==> src/rtl/ring_osc_pkg.sv <==
// rtl/ring_osc_pkg.sv - shared state type and default constants for the ring oscillator sweeper
package ring_osc_pkg;

  typedef enum logic [1:0] {
    ST_IDLE,
    ST_SETTLE,
    ST_GATE,
    ST_REPORT
  } sweep_state_t;

  localparam int DEF_NTAPS         = 8;
  localparam int DEF_SETTLE_CYCLES = 16;

endpackage

==> src/rtl/osc_edge_sync.sv <==
// rtl/osc_edge_sync.sv - 2-flop synchronizer plus edge flop producing a rising-edge pulse for osc_in
module osc_edge_sync (
  input  logic clk,
  input  logic rst,
  input  logic osc_in,
  output logic osc_edge
);

  logic s1, s2, s3;

  always_ff @(posedge clk) begin
    if (rst) begin
      s1 <= 1'b0;
      s2 <= 1'b0;
      s3 <= 1'b0;
    end else begin
      s1 <= osc_in;
      s2 <= s1;
      s3 <= s2;
    end
  end

  assign osc_edge = s2 & ~s3;

endmodule

==> src/rtl/ring_osc_sweeper.sv <==
// rtl/ring_osc_sweeper.sv - steps ring taps, counts oscillator edges over a clk-gated window per tap
module ring_osc_sweeper
  import ring_osc_pkg::*;
#(
  parameter int NTAPS         = DEF_NTAPS,
  parameter int TAP_W         = 3,
  parameter int GATE_W        = 16,
  parameter int CNT_W         = 16,
  parameter int SETTLE_CYCLES = DEF_SETTLE_CYCLES
) (
  input  logic              clk,
  input  logic              rst,
  input  logic              start,
  input  logic              abort,
  input  logic              single,
  input  logic [TAP_W-1:0]  tap_sel_in,
  input  logic [GATE_W-1:0] gate_cycles,
  input  logic              osc_in,
  output logic              osc_enable,
  output logic [TAP_W-1:0]  tap,
  output logic              busy,
  output logic              result_valid,
  output logic [TAP_W-1:0]  result_tap,
  output logic [CNT_W-1:0]  result_count,
  output logic              result_ovf,
  output logic              done
);

  localparam logic [GATE_W-1:0] SETTLE_LAST = GATE_W'(SETTLE_CYCLES - 1);
  localparam logic [TAP_W-1:0]  TAP_LAST    = TAP_W'(NTAPS - 1);

  sweep_state_t      state, state_nx;
  logic [GATE_W-1:0] timer;
  logic [GATE_W-1:0] gate_len;
  logic              single_q;
  logic [CNT_W-1:0]  cnt, cnt_nx;
  logic              ovf, ovf_nx;
  logic              osc_edge;
  logic              settle_end, gate_end, last_tap;
  logic [TAP_W-1:0]  start_tap;

  osc_edge_sync u_sync (
    .clk      (clk),
    .rst      (rst),
    .osc_in   (osc_in),
    .osc_edge (osc_edge)
  );

  assign settle_end = (timer == SETTLE_LAST);
  assign gate_end   = (timer == gate_len - GATE_W'(1));
  assign last_tap   = single_q | (tap == TAP_LAST);

  always_comb begin
    start_tap = '0;
    if (single) begin
      start_tap = (int'(tap_sel_in) >= NTAPS) ? TAP_LAST : tap_sel_in;
    end
  end

  // Saturating count; an edge seen while already at full scale marks overflow.
  always_comb begin
    cnt_nx = cnt;
    ovf_nx = ovf;
    if (osc_edge) begin
      if (&cnt) ovf_nx = 1'b1;
      else      cnt_nx = cnt + CNT_W'(1);
    end
  end

  always_ff @(posedge clk) begin
    if (rst) state <= ST_IDLE;
    else     state <= state_nx;
  end

  always_comb begin
    state_nx = state;
    case (state)
      ST_IDLE:   if (start && !abort) state_nx = ST_SETTLE;
      ST_SETTLE: if (abort) state_nx = ST_IDLE;
                 else if (settle_end) state_nx = ST_GATE;
      ST_GATE:   if (abort) state_nx = ST_IDLE;
                 else if (gate_end) state_nx = ST_REPORT;
      ST_REPORT: if (abort || last_tap) state_nx = ST_IDLE;
                 else state_nx = ST_SETTLE;
      default:   state_nx = ST_IDLE;
    endcase
  end

  assign busy         = (state != ST_IDLE);
  assign osc_enable   = (state != ST_IDLE);
  assign result_valid = (state == ST_REPORT);
  assign done         = (state == ST_REPORT) && last_tap;

  always_ff @(posedge clk) begin
    if (rst) begin
      timer        <= '0;
      gate_len     <= GATE_W'(1);
      single_q     <= 1'b0;
      tap          <= '0;
      cnt          <= '0;
      ovf          <= 1'b0;
      result_tap   <= '0;
      result_count <= '0;
      result_ovf   <= 1'b0;
    end else begin
      case (state)
        ST_IDLE: begin
          timer <= '0;
          if (start && !abort) begin
            single_q <= single;
            gate_len <= (gate_cycles == '0) ? GATE_W'(1) : gate_cycles;
            tap      <= start_tap;
          end
        end
        ST_SETTLE: begin
          if (settle_end) begin
            timer <= '0;
            cnt   <= '0;
            ovf   <= 1'b0;
          end else begin
            timer <= timer + GATE_W'(1);
          end
        end
        ST_GATE: begin
          cnt   <= cnt_nx;
          ovf   <= ovf_nx;
          timer <= timer + GATE_W'(1);
          // Capture includes an edge landing in the final gate cycle.
          if (gate_end && !abort) begin
            result_tap   <= tap;
            result_count <= cnt_nx;
            result_ovf   <= ovf_nx;
          end
        end
        ST_REPORT: begin
          timer <= '0;
          if (!abort && !last_tap) tap <= tap + TAP_W'(1);
        end
        default: timer <= '0;
      endcase
    end
  end

endmodule

==> config.mk <==
export PLATFORM = sky130hd
export DESIGN_NAME = ring_osc_sweeper
export DESIGN_NICKNAME = d
export VERILOG_FILES = /design/src/rtl/ring_osc_pkg.sv /design/src/rtl/osc_edge_sync.sv /design/src/rtl/ring_osc_sweeper.sv
export SDC_FILE = /design/constraint.sdc
export NUM_CORES = 1
export LEC_CHECK = 0
export BUFFER_PORTS_ARGS = -buffer_cell sky130_fd_sc_hd__buf_4
export CAP_MARGIN = 15
export CORE_AREA = 4 4 118 92
export CTS_BUF_LIST = sky130_fd_sc_hd__clkbuf_4
export CTS_CLUSTER_DIAMETER = 200
export DETAILED_ROUTE_END_ITERATION = 7
export DIE_AREA = 0 0 122 96
export PLACE_DENSITY_LB_ADDON = 0.1
export SETUP_SLACK_MARGIN = 0.15
export SKIP_CTS_REPAIR_TIMING = 1
export SYNTH_ARGS = -nofsm -noshare
export SYNTH_HDL_FRONTEND = slang
export SYNTH_SLANG_ARGS = --single-unit
==> constraint.sdc <==
create_clock -name clk -period 3.5 [get_ports clk]
set_input_delay 0.35 -clock clk [delete_from_list [all_inputs] [get_ports clk]]
set_output_delay 0.35 -clock clk [all_outputs]
set_load 0.05 [all_outputs]
* After elaboration in Yosys (flattened, before gate mapping) *
Cells that the tools add are included.

operators by class
  eq/ne operators = 11
  bitwise operators = 3
  mux-type cells = 22
  reductions and logical operators = 19
  $add $sub $neg = 4

operators by type and width
  kind                                                number
  two-way mux 16 bit                                  5
  case mux 16 bit (3 select lines)                    1
  adder 16 x 1 -> 16 bit, second input constant       2
  case mux 16 bit (2 select lines)                    1
  == test 16 bit                                      1
  == test 16 x 4 -> 1 bit, second input constant      1
  zero test 16 bit                                    1
  AND reduction 16 bit                                1
  subtractor 16 x 1 -> 16 bit, second input constant  1
  two-way mux 2 bit                                   5
  two-way mux 3 bit                                   3
  case mux 2 bit (4 select lines)                     1
  != test 3 bit, second input constant                2
  case mux 3 bit (2 select lines)                     1
  AND reduction 2 bit                                 3
  AND reduction 3 bit                                 2
  nonzero test 2 bit                                  3
  == test 2 bit, second input constant                2
  logical AND 1 bit                                   4
  two-way mux 1 bit                                   4
  != test 2 bit, second input constant                2
  adder 3 x 1 -> 3 bit, second input constant         1
  == test 3 bit, second input constant                1
  == test 2 x 1 -> 1 bit, second input constant       1
  9 further kinds                                     10

storage, ports and cells
  register bits = 78
  output and inout port bits = 27
  bits of input ports = 25
  logic and storage cells = 72

* Depth between registers and ports, before layout *
Gate-level depths: netlist of the first run.

  word-level depth = 6
  gate-level depth with buffers = 10
  gate-level depth less buffers = 8

* By module *
A second synthesis of the first run with hierarchy kept.

second synthesis, totals
  cells, all modules = 505
  area, all modules = 4209.0 um^2

modules (own cells, without submodules)
  module            seq. area each (um^2)  area each (um^2)  cells each  times used
  ring_osc_sweeper  1501.4                 4121.5            498         1
  osc_edge_sync     60.1                   87.6              7           1

* Least setup slack after synthesis of the first run *
OpenSTA, ideal clock, no wires.

  path type = reg-to-reg
  from = register gate_len[0]
  to = register result_count[0]
  data required time = 3379 ps
  slack = 996 ps
  buffers on the path = 2
  period minus slack after synthesis = 2504 ps
  stages on the path, launching flop included = 11
  library setup time = 121 ps
  arrival time = 2383 ps
  path through = dfxtp_1 > inv_1 > ha_1 > clkbuf_1 > or3b_2 > o31a_2 > o21ai_0 > a21oi_1 > nand4_2 > buf_6 > mux2_4

between the ends
  longest elaborated chain between the ends = 4

RTL lines
  item                                  line                     RTL
  start, declared                       ring_osc_sweeper.sv:34   logic [GATE_W-1:0] gate_len;
  start signal, assigned                ring_osc_sweeper.sv:111  gate_len <= (gate_cycles == '0) ? GATE_W'(1) : gate_cycles;
  subtractor 16 x 1 -> 16 bit           ring_osc_sweeper.sv:50   assign gate_end = (timer == gate_len - GATE_W'(1));
  == test 16 bit                        ring_osc_sweeper.sv:50
  logical AND 1 bit                     ring_osc_sweeper.sv:129  if (gate_end && !abort) begin
  AND reduction 2 bit (no source line)  -
  end signal, assigned                  ring_osc_sweeper.sv:131  result_count <= cnt_nx;
  end, declared                         ring_osc_sweeper.sv:24   output logic [CNT_W-1:0] result_count,

No other way between the ends.
A chain may end at the register's enable or synchronous reset.

* Final worst setup path of the first run *
  from = register gate_len[0]
  to = register result_count[4]

Same word-level chain as after synthesis.

==> metrics.cfg, run 1 <==
[clocking]
cts_buffer_depth = 2
clk_pin_slew_worst_paths_ps = 120
cts_root_buffer = clkbuf_4
worstSkewPairLatency_ps = 420
cts_buffers = 9
clkSinkCount = 78
htree_levels = 3
cts_tree = done

[worst_hold_path]
min_path_type = in2reg
holdPathStages = 2

[critical_path]
cpPeakStageDelay_ps = 510
cpMaxStageDelayCell = or3b_2
crit_fanout = 20
crit_arrival_ps = 3250
r2r_setup_slack_ps = 570
required_ps = 3820
cp_cell_sequence = inv_1 -> ha_1 -> or3b_2 -> o31a_2 -> o21ai_0 -> a21oi_1 -> nand4_2 -> buf_4 -> mux2_4
startpoint_type = flop
end_kind = flop
worstSetupPathType = reg2reg
rr_worst_depth = 9

[place]
place_congestion = 0.878
dp_hpwl_um = 7890
place_area_um2 = 4740
dp_cells = 678
port_buffers = 51

[drt]
drt_wl_total_um = 10800
dr.pass1.iters = 4
wl_per_cell_um = 15.6
drt_iter0_markers = 286
routed_via_density = 5.41
detail-route-antenna-nets = 0
drc = 0
vias = 3753

[final_layout]
multiInputGateArea_um2 = 2560
layout-area-overhead-vs-synth_pct = 13.6
layout-drive-gt1-share = 0.169
fin_nets = 588
n_antenna_cell = 0
n_fill_cell = 955
fin_area_um2 = 4870
final_cells = 694
seqCellArea_um2 = 1560

[grt]
antenna_found_initial = 0
grt_pass1_wl_um = 17500
grt_max_degree = 65
overflow = 0
track_usage = 0.190
first_global_vias = 3451

[logic_synthesis]
synthCells = 521
synth-seq-area-share = 0.364
synth_top_cells_by_count = 78 x dfxtp_1, 67 x nand2_1, 49 x nor2_1
ys_warn_count = 0
yosysMostFrequentCell = dfxtp_1
avgSynthCellArea_um2 = 8.23
synth-edff-count = 0
synth_top_area_frac = 0.364
syn-cell-area_um2 = 4290
synth-seq-cells = 78
syn_nets = 551
synth_top_flop_cell = dfxtp_1
synthTopCellsByArea = dfxtp_1 36%, nand2_1 5.9%, a21oi_1 5.1%, xnor2_1 4.5%, xor2_1 4.5%
synth_top_area_cell = dfxtp_1
synthArstFlopShare = 0
synth_cell_types = 59

[sta]
rsz0062_at_grt = no
slew_headroom = 0.389
fmax_ghz = 0.342
slew_violations = 0
finalClockSkew_ps = 8.90
tightest_slew_ps = 908
period_minus_slack_ps = 2930
hold_viol = 0
post-route-period-util = 0.836
final.setup.tns_ps = 0
setup_viol = 0

[floorplanning]
io-pin-count = 52
die-area_um2 = 11700
rows = 31
start_util = 0.448
die_h_um = 96
fp.dieW_um = 122
core_area_um2 = 9580

[run_status]
status = completed

[power]
peakVddDrop_uv = 202
p_per_area_nw_per_um2 = 333
cellLeakagePower_nw = 1.97

[run]
cap_violations = 0

stage by stage:
step	hold WS [ps]	util	setup slack (ps)	power, mW
CTS	117	0.508	605	1.64
global route	114	0.509	473	1.70
detailed placement	441	0.495	617	1.12
global placement	423	0.495	721	1.12
finish	146	0.509	574	1.62
floorplan	414	-	996	1.05
cells by family after synthesis:
kind of cell	after synthesis	share of synthesized area
xor+xnor	44	0.0898
buf+inv	39	0.0405
fa+ha+maj	5	0.0146
simple gates	230	0.275
mux	22	0.0653
compound gates	103	0.151
flops	78	0.364
flip-flops by register name, summed over array words and instances (netlist names), 2 cells and up:
register / flops
result_tap: 3
tap: 3
result_count: 16
cnt: 16
timer: 16
gate_len: 16
state: 2
report_power, final:
part           leakage (nW)  total [mW]  internal, mW  switching, mW
logic                  1.27       0.177        0.0748          0.102
clock network        0.0697       0.524         0.218          0.307
registers             0.631       0.922         0.902         0.0201
total                  1.97        1.62          1.19          0.428
metal layers:
metal	GRT usage	share of wire	up-vias
li1	-	-	1913
met5	0	0	-
met4	0.0541	0.014	0
met1	0.296	0.53	1719
met2	0.252	0.37	109
met3	0.0488	0.077	12
worst paths after layout:
path,from,endpoint
setup / recovery,gate_len[0],result_count[4]
hold / removal,abort,state[1]
setup reg to reg,gate_len[0],result_count[4]
hold reg to reg,u_sync.s1,u_sync.s2
cell usage in the layout, fill, tap and decap left out, types with 12 or more instances in the layout:
master	synthesis	layout
dfxtp_1	78	78
nand2_1	67	67
buf_4	1	58
nor2_1	49	49
a21oi_1	44	44
xnor2_1	22	22
xor2_1	22	22
nor2b_1	20	20
o21ai_0	16	16
nand3_1	14	14
nor4_1	14	14
and3_1	13	13
mux2_4	12	12
cell type report:
| type | count | share of cell area |
|---|---|---|
| sequential | 78 | 0.320 |
| clock buffer | 10 | 0.0154 |
| inverter | 7 | 0.00539 |
| tap | 132 | 0.0339 |
| clock inverter | 5 | 0.0105 |
| multi-input combinational | 404 | 0.525 |
| timing repair buffer | 58 | 0.0893 |
worst max-delay path, delay by kind of cell (launching register included):
kind / cells / cell delay, ps
buffers and inverters: 2 / 450
AO/OA/AOI/OAI: 3 / 670
multiplexers: 1 / 340
flip-flops: 1 / 390
AND/OR/NAND/NOR: 2 / 660
adder cells (fa/ha/maj): 1 / 320
Note: power is estimated with default switching activity, not from simulation.
==> run 2: changes to the inputs <==
ABC_AREA = 1   (was not set)
CORE_AREA = 4 4 120 94   (was 4 4 118 92)
DIE_AREA = 0 0 124 98   (was 0 0 122 96)
clock period = 3.1 ns   (was 3.5 ns; I/O delays follow)
==> run 2 against run 1 <==
Highest routed layer unchanged. Utilization decreased by 0.26 points. Fmax rose by 21%. Register-to-register slack improved by 110 ps. Setup slack better by 110 ps. Sequential cell count unchanged. Routed wire length up 5.4%.
==> metrics.cfg, run 2 <==
[power]
peakVddDrop_uv = 195  ; -3.6%
power_switching_uw = 613  ; +43%
p_int_mw = 1.39  ; +17%
cellLeakagePower_nw = 2.32  ; +18%
power.share.sequential = 0.529  ; -0.039
p_per_area_nw_per_um2 = 394  ; +19%
p_clk_frac = 0.298  ; -0.025
swShare = 0.305  ; +0.0413
share_comb_of_total_power = 0.174  ; +0.065

[final_layout]
utilization = 0.506  ; -0.00259
multiInputGateArea_um2 = 2380  ; -7.0%
seqCellArea_um2 = 1560  ; unchanged
n_antenna_cell = 0  ; unchanged
fin_nets = 774  ; +32%
n_fill_cell = 1055  ; +10%
layout-area-overhead-vs-synth_pct = 14.0
final_common_cell = nand2_1
layout-drive-gt1-share = 0.127  ; -0.0422
final_cell_mix = 164 x nand2_1, 109 x inv_1, 90 x nor2_1, 78 x dfxtp_1, 62 x nand3_1

[clocking]
clkSinkCount = 78  ; unchanged
cts_root_buffer = clkbuf_4
cts_buffer_depth = 2  ; unchanged
cts_buffers = 9  ; unchanged
clk_pin_slew_worst_paths_ps = 120  ; about the same
cts_tree = done
worstSkewPairLatency_ps = 450  ; +30 ps
htree_levels = 3  ; unchanged

[sta]
final.setup.tns_ps = 0  ; unchanged
slew_headroom = 0.537  ; +0.148
hold_viol = 0  ; unchanged
post-route-period-util = 0.780  ; -0.0564
period_minus_slack_ps = 2420  ; -509 ps
tightest_slew_ps = 692  ; -216 ps
setup_viol = 0  ; unchanged
whs_ps = 66.2  ; -79.8 ps
finalClockSkew_ps = 7.46  ; -1.44 ps
rsz0062_at_grt = no
slew_violations = 0  ; unchanged
fmax_ghz = 0.414  ; +21%

[grt]
grt_max_degree = 35  ; -46%
antenna_found_initial = 0  ; unchanged
grt_pass1_wl_um = 18500  ; +5.7%
first_global_vias = 3790  ; +9.8%
overflow = 0  ; unchanged
track_usage = 0.192  ; +0.00221

[critical_path]
required_ps = 3490  ; -330 ps
crit_fanout = 24  ; +20%
end_kind = flop
crit_arrival_ps = 2810  ; -440 ps
cp_cell_sequence = inv_1 -> ha_1 -> nand2_1 -> nor2_2 -> nand2_1 -> nand2_1 -> nand2_1 -> nor3_1 -> nand3_2 -> nor2_8 -> nand2_4 -> nand2_1 -> nand2_1 -> nor2_1
path_delay_family = simple AND/OR/NAND/NOR gates
startpoint_type = flop
cpPeakStageDelay_ps = 330  ; -180 ps
cp.depth = 14  ; +5
critPathBufInv = 1  ; -1
worstSetupPathType = reg2reg
rr_worst_depth = 14  ; +5
cp_common_cell = nand2_1
cpMaxStageDelayCell = dfxtp_1

[drt]
dr.pass1.iters = 5  ; +1
drt_iter0_markers = 381  ; +33%
drc = 0  ; unchanged
drt_wl_total_um = 11400  ; +5.4%
routed_via_density = 4.91  ; -9.3%
wl_per_cell_um = 12.9  ; -17%
vias = 4342  ; +16%
detail-route-antenna-nets = 0  ; unchanged

[logic_synthesis]
synthCells = 697  ; +34%
avgSynthCellArea_um2 = 6.40  ; -22%
synth_top_cells_by_count = 164 x nand2_1, 109 x inv_1, 90 x nor2_1
synth_cell_types = 35  ; -41%
syn_nets = 727  ; +32%
synthTopCellsByArea = dfxtp_1 35%, nand2_1 14%, inv_1 9.2%, nor2_1 7.6%, nand3_1 7.0%
synthArstFlopShare = 0  ; unchanged
ys_warn_count = 0  ; unchanged
syn-cell-area_um2 = 4460  ; +4.0%
synth-seq-area-share = 0.350  ; -0.0140
synth_top_flop_cell = dfxtp_1
synth_top_area_frac = 0.350  ; -0.0140
synth_top_area_cell = dfxtp_1
yosysMostFrequentCell = nand2_1
synth-seq-cells = 78  ; unchanged
synth-edff-count = 0  ; unchanged

[place]
place_congestion = 0.894  ; +1.7%
port_buffers = 51  ; unchanged
dp_hpwl_um = 8600  ; +9.0%

[floorplanning]
die_h_um = 98  ; +2.1%
die-area_um2 = 12200  ; +3.8%
core_area_um2 = 10000  ; +4.9%
io-pin-count = 52  ; unchanged
fp.dieW_um = 124  ; +1.6%
start_util = 0.444  ; -0.00385
rows = 32  ; +3.2%

[run]
cap_violations = 0  ; unchanged

[run_status]
status = completed

[worst_hold_path]
holdPathStages = 3  ; +1
min_path_type = in2reg

==> run 2: cell types whose count changed after synthesis, sizes merged, moves of 10 or more <==
cell    previous run  this run
nor4              14         2
mux2i             10         0
xnor2             22         5
nor2b             20         0
and3              13         0
mux2              12         0
nand3             14        64
inv                6       111
nor2              49        99
clkbuf            26        14
nand2             67       168
o21ai             16        35
==> run 2: cell type report <==
class / count / share of cell area
Timing Repair Buffer: 56 / 0.0826
Multi-Input combinational cell: 485 / 0.468
Sequential cell: 78 / 0.307
Inverter: 114 / 0.0841
Clock inverter: 6 / 0.0103
Tap cell: 136 / 0.0334
Clock buffer: 10 / 0.0148
==> run 2: final timing paths <==
| path | start | to | slack, ps |
|---|---|---|---|
| max reg2reg | gate_len[0] | result_count[14] | 680 |
| max | gate_len[0] | result_count[14] | 680 |
| min | osc_in | u_sync.s1 | 70 |
| min reg2reg | u_sync.s1 | u_sync.s2 | 410 |
==> run 2: metal layers <==
| metal | GRT usage | routed length [um] | vias up |
|---|---|---|---|
| met4 | 0.0379 | 110 | 0 |
| met5 | 0 | 0 | - |
| met2 | 0.270 | 4590 | 121 |
| li1 | - | - | 2282 |
| met3 | 0.0544 | 844 | 11 |
| met1 | 0.293 | 5850 | 1928 |
==> run 2: logic make-up after synthesis <==
logic type	synth area share
buffers and inverters	0.118
AND/OR/NAND/NOR	0.372
adder cells (fa/ha/maj)	0.0140
XOR/XNOR	0.0451
flip-flops	0.350
AO/OA/AOI/OAI	0.101
==> run 2: per-stage QoR <==
step                cells  worst slack (ps)  instance area (um2)  total power [mW]
finish                885               683                 5090              2.01
global route          885               449                 5090              2.11
CTS                   885               671                 5090              2.02
detailed placement    869               711                 4960              1.43
global placement      869               819                 4960              1.42
floorplan             697              1060                 4460              1.33
==> run 2: tightest hold or removal path, stage by stage <==
cell,delay [ps]
buf_4,70
inv_1,30
nor2_1,70
==> run 2: power groups by stage <==
stage          Sequential [mW]  Clock, mW  Combinational, mW
2_1_floorplan             1.09          0              0.237
3_3_place_gp              1.08          0              0.340
3_5_place_dp              1.08          0              0.345
4_1_cts                   1.06      0.617              0.347
5_1_grt                   1.07      0.658              0.389
6_report                  1.06      0.597              0.349
